[src/rtl/change_dispenser.sv]
// change_dispenser: turns a change amount in cents into timed coin-eject
// pulses, largest coin first, one coin at a time, while keeping a count of
// how many coins of each denomination remain. Any amount that cannot be
// paid out is reported as shortfall.
module change_dispenser #(
    parameter int AMT_W        = 12,
    parameter int INV_W        = 8,
    parameter int INV_INIT     = 20,
    parameter int PULSE_CYCLES = 4,
    parameter int GAP_CYCLES   = 2
) (
    input  logic             clk,
    input  logic             rst,
    input  logic             start,
    input  logic [AMT_W-1:0] changeAmt,
    input  logic             refill,
    output logic             busy,
    output logic             done,
    output logic [AMT_W-1:0] shortfall,
    output logic             ejectNickel,
    output logic             ejectDime,
    output logic             ejectQuarter,
    output logic             ejectFifty,
    output logic             ejectDollar,
    output logic             ejectFive,
    output logic [5:0]       invEmpty
);

    localparam int NUM_COINS = 6;
    localparam int CNT_MAX   = (PULSE_CYCLES > GAP_CYCLES) ? PULSE_CYCLES : GAP_CYCLES;
    localparam int CNT_W     = $clog2(CNT_MAX + 1);

    localparam logic [CNT_W-1:0] PULSE_LAST = CNT_W'(PULSE_CYCLES - 1);
    localparam logic [CNT_W-1:0] GAP_LAST   = CNT_W'(GAP_CYCLES - 1);

    // Coin values indexed like invEmpty: 0=nickel ... 5=five-dollar coin.
    localparam logic [NUM_COINS-1:0][AMT_W-1:0] COIN_VAL = {
        AMT_W'(500), AMT_W'(100), AMT_W'(50), AMT_W'(25), AMT_W'(10), AMT_W'(5)
    };

    typedef enum logic [2:0] {IDLE, SELECT, PULSE, GAP, DONE} state_t;

    state_t state, state_next;

    logic [NUM_COINS-1:0][INV_W-1:0] inv;
    logic [AMT_W-1:0]                remaining;
    logic [CNT_W-1:0]                cnt;
    logic [NUM_COINS-1:0]            eject;
    logic                            pick_ok;
    logic [2:0]                      pick;

    // Greedy choice: the highest-valued coin that fits and is in stock.
    // Ascending scan, so the last hit is the largest denomination.
    always_comb begin
        pick_ok = 1'b0;
        pick    = 3'd0;
        for (int i = 0; i < NUM_COINS; i++) begin
            if (COIN_VAL[i] <= remaining && inv[i] != '0) begin
                pick_ok = 1'b1;
                pick    = 3'(i);
            end
        end
    end

    // State register.
    always_ff @(posedge clk) begin
        if (rst) state <= IDLE;
        else     state <= state_next;
    end

    // Next-state logic; pulse and gap lengths are timed by cnt.
    always_comb begin
        state_next = state;
        case (state)
            IDLE:    if (start) state_next = SELECT;
            SELECT:  state_next = pick_ok ? PULSE : DONE;
            PULSE:   if (cnt == PULSE_LAST) state_next = GAP;
            GAP:     if (cnt == GAP_LAST) state_next = SELECT;
            DONE:    state_next = IDLE;
            default: state_next = IDLE;
        endcase
    end

    // Datapath: amount, inventories, phase counter and registered ejects.
    // Shortfall is captured on the way into DONE so it is valid with done.
    always_ff @(posedge clk) begin
        if (rst) begin
            inv       <= {NUM_COINS{INV_W'(INV_INIT)}};
            remaining <= '0;
            shortfall <= '0;
            cnt       <= '0;
            eject     <= '0;
        end else begin
            case (state)
                IDLE: begin
                    if (start) begin
                        remaining <= changeAmt;
                        shortfall <= '0;
                    end else if (refill) begin
                        inv <= {NUM_COINS{INV_W'(INV_INIT)}};
                    end
                end
                SELECT: begin
                    cnt <= '0;
                    if (pick_ok) begin
                        remaining  <= remaining - COIN_VAL[pick];
                        inv[pick]  <= inv[pick] - INV_W'(1);
                        eject      <= NUM_COINS'(1) << pick;
                    end else begin
                        shortfall <= remaining;
                    end
                end
                PULSE: begin
                    if (cnt == PULSE_LAST) begin
                        cnt   <= '0;
                        eject <= '0;
                    end else begin
                        cnt <= cnt + CNT_W'(1);
                    end
                end
                GAP: begin
                    if (cnt == GAP_LAST) cnt <= '0;
                    else                 cnt <= cnt + CNT_W'(1);
                end
                default: ;
            endcase
        end
    end

    // Empty flags straight from the inventory registers.
    always_comb begin
        for (int i = 0; i < NUM_COINS; i++) invEmpty[i] = (inv[i] == '0);
    end

    assign busy         = (state != IDLE);
    assign done         = (state == DONE);
    assign ejectNickel  = eject[0];
    assign ejectDime    = eject[1];
    assign ejectQuarter = eject[2];
    assign ejectFifty   = eject[3];
    assign ejectDollar  = eject[4];
    assign ejectFive    = eject[5];

endmodule

[config.mk]
export PLATFORM = sky130hd
export DESIGN_NAME = change_dispenser
export DESIGN_NICKNAME = d
export VERILOG_FILES = /design/src/rtl/change_dispenser.sv
export SDC_FILE = /design/constraint.sdc
export NUM_CORES = 1
export LEC_CHECK = 0
export CORE_MARGIN = 2
export CORE_UTILIZATION = 52
export DETAILED_ROUTE_END_ITERATION = 8
export PLACE_DENSITY = 0.79
export SYNTH_ARGS = -nofsm -noshare
export SYNTH_HDL_FRONTEND = slang
export SYNTH_SLANG_ARGS = --single-unit
[constraint.sdc]
create_clock -name clk -period 3.51 [get_ports clk]
set_clock_uncertainty 0.05 [all_clocks]
set_input_delay 1.053 -clock clk [delete_from_list [all_inputs] [get_ports clk]]
set_output_delay 1.053 -clock clk [all_outputs]
set_load 0.05 [all_outputs]
# After elaboration in Yosys (flattened, before gate mapping)
# Memories as Yosys holds them, arrays and structs flattened.
# Index checks and enable logic that the tools add are counted.
[word_totals]
romBits = 96
in_bits = 16
memories = 1
output_inout_bits = 26
ff_bits = 84
[mem_list]
columns = ["name", "depth", "word_bits", "rd", "rd_ports_with_merged_regs", "wr", "line", "rtl"]
rows = [
  ["(no name shown)", 8, 12, 1, 0, 0, "106", "remaining <= remaining - COIN_VAL[pick];"],
]
[op_classes]
order_cmp = 8
reduce_logical = 29
mux = 38
shift = 1
eq_ne = 13
n_addsub = 3
[op_table]
columns = ["op", "n"]
rows = [
  ["$mux W48", 3],
  ["$pmux W48 S2", 1],
  ["$mux W12", 5],
  ["$bwmux W48", 1],
  ["$logic_not A8 Y1", 6],
  ["$pmux W12 S2", 2],
  ["$reduce_bool A8 Y1", 6],
  ["$mux W3", 10],
  ["$bmux W8 S3", 1],
  ["$demux W8 S3", 1],
  ["$mux W8", 2],
  ["$ne A2 B2 Y1 const B", 7],
  ["$le A3 B12 Y1 const A", 1],
  ["$le A4 B12 Y1 const A", 1],
  ["$le A5 B12 Y1 const A", 1],
  ["$le A6 B12 Y1 const A", 1],
  ["$le A7 B12 Y1 const A", 1],
  ["$le A9 B12 Y1 const A", 1],
  ["$mux W6", 2],
  ["$pmux W3 S4", 1],
  ["$pmux W6 S2", 1],
  ["$reduce_and A3 Y1", 4],
  ["$sub A12 B12 Y12", 1],
  ["$eq A3 B2 Y1 const B", 3],
  ["other kinds (14)", 29],
]

# Depth between registers and ports, before layout
[logic_depth]
word_depth = 14
depth_mapped = 18

# Least setup slack after synthesis
# Ideal clock, no wire load.
[synth_timing]
path_type = "register to register"
startpoint = "register inv[36] (netlist bit)"
endpoint = "register remaining[10]"
period_less_slack_ps = 4218
setup_time_ps = 95
arrival_time_ps = 4073
stages_incl_launch_ff = 19
setup_slack_ps = -708
cell_sequence = "dfxtp_1 > or4_1 > nor2_2 > o2bb2ai_2 > buf_2 > nor2_4 > inv_1 > ha_1 > nor2_1 > ha_1 > a21o_1 > a21oi_1 > o21bai_1 > a21oi_1 > o21bai_1 > a21oi_1 > o21ai_0 > a21bo_2 > a221oi_1"
[synth_between]
elab_chain_cells = 9
[synth_rtl]
columns = ["element", "line", "rtl"]
rows = [
  ["from (decl)", "45", "logic [NUM_COINS-1:0][INV_W-1:0] inv;"],
  ["from (signal assigned)", "88", "inv <= {NUM_COINS{INV_W'(INV_INIT)}};"],
  ["from (signal assigned)", "100", "inv <= {NUM_COINS{INV_W'(INV_INIT)}};"],
  ["from (signal, indexed assignment)", "107", "inv[pick] <= inv[pick] - INV_W'(1);"],
  ["$reduce_bool A8 Y1 *", "58", "if (COIN_VAL[i] <= remaining && inv[i] != '0) begin"],
  ["$logic_and A1 B1 Y1 *", "58", ""],
  ["$mux W3 (2 in series)", "58", ""],
  ["$mem_v2 Z8 W12", "n/a", ""],
  ["$mux W12 (implied by the code)", "106", ""],
  ["$sub A12 B12 Y12", "106", ""],
  ["$mux W12", "105", "if (pick_ok) begin"],
  ["$pmux W12 S2", "94", "case (state)"],
  ["to (signal assigned)", "97", "remaining <= changeAmt;"],
  ["to (signal assigned)", "106", ""],
  ["to (decl)", "46", "logic [AMT_W-1:0] remaining;"],
]
# Every way passes the cells marked *; elsewhere a longest branch is shown, timed or not. The select of a mux whose other input is x is not followed.
# A chain may end at the register's enable or synchronous reset.

# Final worst setup path
[layout_timing]
startpoint = "register inv[39] (netlist bit)"
endpoint = "register remaining[10]"
# Same word-level chain as after synthesis.

==> reports/results.ini <==
[setup_path]
r2r_cells = 17
r2r_start = inv[39]
cp.required_ps = 3730
cp.arrival_ps = 3760
path_cells = or4_4 > nor2_4 > o2bb2ai_4 > nor2_4 > inv_2 > ha_4 > nor2_4 > ha_4 > a21o_1 > a21oi_4 > o21bai_1 > a21oi_2 > o21bai_1 > a21oi_2 > o21ai_2 > a21bo_2 > a221oi_2
endpoint_kind = flop
slowest_delay_ps = 550
critPathMaxFanout = 5
cp-start-kind = flop
rr_endpoint = remaining[10]
crit_type = flop to flop
setup.worst_path.start = inv[39]
path_common_cell = nor2_4
critPathSlowestCell = or4_4
rrSetupSlack_ps = -20

[synth]
syn-cell-area_sq_um = 4700
synth_nets = 596
ys_ff_latch = 84
synth_edf_count = 0
ys_top_cells_by_area = dfxtp_1, nor2_1, ha_1, a21oi_1, a22o_1
ys.flop_type = dfxtp_1
synth_top_area_cell = dfxtp_1
ys_warn_count = 0
synth_cell_types = 80
synthCells = 561
syn_avg_cell_area_sq_um = 8.377
yosysTopAreaCellShare = 0.3578
yosysSeqAreaShare = 0.3578
synth-async-reset-ratio = 0

[routing]
ant_nets = 0
drtPass1Iterations = 5
via_per_inst = 6.165
route.detailed.drc = 0
dr.first_iter.drc_count = 329
vias = 4673
wl_per_cell_microns = 18.40
wl_mm = 13.95

[timing]
timing.final.crit_period_ps = 3534
fin_tns_setup_ps = -24.04
max-slew-margin-rel = 0.4119
finalSetupViolCount = 1
worst_hold_slack_ps = 404.3
post-route-period-util = 1.007
tightestPinTransition_ps = 882.2
finalHoldViolations = 0
worst_slack_ps = -24.04
rsz0062_at_grt = true
max_freq_mhz = 283.0
finalMaxSlewViolations = 0

[global_route]
grt_overflow = 0
grt_pass1_wl_mm = 22.06
grt_usage = 0.2770
antenna_found_initial = 0
grt_pass1_vias = 4468
grt_max_degree = 51

[finish]
layout-drive-gt1-share = 0.2323
nets = 681
n_antenna_cell = 0
layout.cells.most_common = nor2_1
final_util = 0.6822
n_fill_cell = 714
area_delta_synth_final_pct = 27.21
most-common-layout-cells = nor2_1, dfxtp_1, buf_4

[power_and_ir_drop]
p_leak_nw = 2.359
p_switching_mw = 1.625
power_frac_seq = 0.283
power_frac_clock = 0.197
p_comb_frac = 0.520
ir_drop_uv = 293.7
internal_power_mw = 2.362
power_density_nw_per_um2 = 666.9
switching_share = 0.4075

[die]
fp-row-count = 34
die-height_microns = 99.07
die_area_sq_um = 9814
die_x_microns = 99.07
start_util = 0.5363
pin_count = 42
core-area_sq_um = 8763

[place]
place.gp.congestion = 0.9851
port_buffers = 41
dp_hpwl_mm = 9.882
post-place-ws_ps = -42.96

[worst_hold_path]
holdPathEnd = eject[0]
hold_depth = 2
hp-class = flop to flop
worstHoldStart = eject[0]

[clock_tree]
clk_latency_ps = 360
htreeDepth = 3
cts_sinks = 84
cts.path.max_buffers = 2
hold_buffers = 0
numCtsBuffers = 9
clockRootBuffer = clkbuf_8
cts_tree = yes
cts.clk_slew.worst_paths_ps = 80

[run_status]
violations = setup timing
status = complete, but fails checks

[job]
max-cap-violations = 0

==> per-stage QoR <==
step | power [mW] | instance area, sq um | std cells
finish | 3.987 | 5978 | 758
global route | 4.191 | 5978 | 758
CTS | 3.788 | 5807 | 749
detailed placement | 2.968 | 5554 | 732
global placement | 2.919 | 5554 | 732
floorplan | 2.364 | 4786 | 561
==> worst max-delay path: cells and delay by family (launching register included) <==
kind                       cells  cell delay, ps
adders and majority gates      2             390
buffers and inverters          1              90
and+or+nand+nor                4            1040
AOI/OAI and AO/OA             10            1550
DFF                            1             330
==> sequential cells by signal (all words and copies together) (netlist names) <==
register and flops:
eject 6, remaining 12, shortfall 12, inv 48, state 3, cnt 3
==> logic make-up (layout without fill, tap and decap cells) <==
kind of cell / count (synthesis) / in the layout / share of synthesized area
flops: 84 / 84 / 0.3578
compound gates: 163 / 163 / 0.2641
mux: 5 / 5 / 0.01331
fa+ha+maj: 19 / 19 / 0.05218
buf+inv: 47 / 136 / 0.04127
xor+xnor: 10 / 10 / 0.01864
simple gates: 233 / 233 / 0.2527
==> how the worst max path moves through the flow <==
stage	depth (start not counted)	endpoint	slack [ps]
after floorplan	18	remaining[10]	-100
after global placement	16	remaining[10]	80
after detailed placement	16	remaining[10]	-40
after CTS	4	invEmpty[2]	3
after global routing	17	remaining[10]	-190
final	17	remaining[10]	-20
==> power groups by stage <==
stage | logic, mW | clock network, mW | registers, mW
final | 2.07 | 0.785 | 1.13
after global routing | 2.22 | 0.833 | 1.14
after CTS | 1.88 | 0.795 | 1.12
after detailed placement | 1.83 | 0 | 1.14
after global placement | 1.79 | 0 | 1.13
after floorplan | 1.22 | 0 | 1.15
==> cell usage after synthesis (4+ instances only) <==
library cell  number
and2_1             4
nand3_1           10
nand4_1            4
and3_1             4
xor2_1             4
nor2b_1           17
a22oi_1            6
or4_1              5
nor2_1            94
ha_1              18
o2bb2ai_1          6
o21bai_1           4
nor3_1            18
inv_1             22
o21ai_0           14
or2_2              7
mux2i_1            4
nor4_1             8
xnor2_1            6
a21o_1             6
a31oi_1           18
clkbuf_1          18
a311oi_1           5
nand2_1           35
a21oi_1           38
dfxtp_1           84
a221oi_1           6
a22o_1            19
a211oi_1           6
==> metal layers <==
metal	track usage	share of wire
met1	0.3737	0.44
met2	0.4579	0.48
met3	0.02979	0.051
met4	0.1043	0.024
met5	0	0
==> cell type report <==
type	count	area [sq um]	area share
clock buffers	11	151.4	0.02532
clock inverters	4	72.57	0.01214
inverters	24	90.09	0.01507
multi-input cells	430	2995	0.5010
flip-flops and latches	84	1697	0.2838
well taps	108	135.1	0.02260
repair buffers	97	837.1	0.1400
==> timing repair <==
item / CTS / global route
setup endpoints to repair: 2 / 12
pin swaps: 6 / 24
cloned: 0 / 0
resized for setup: 5 / 28
setup buffers: 2 / 9
No activity file was read; power rests on OpenSTA's default activity.
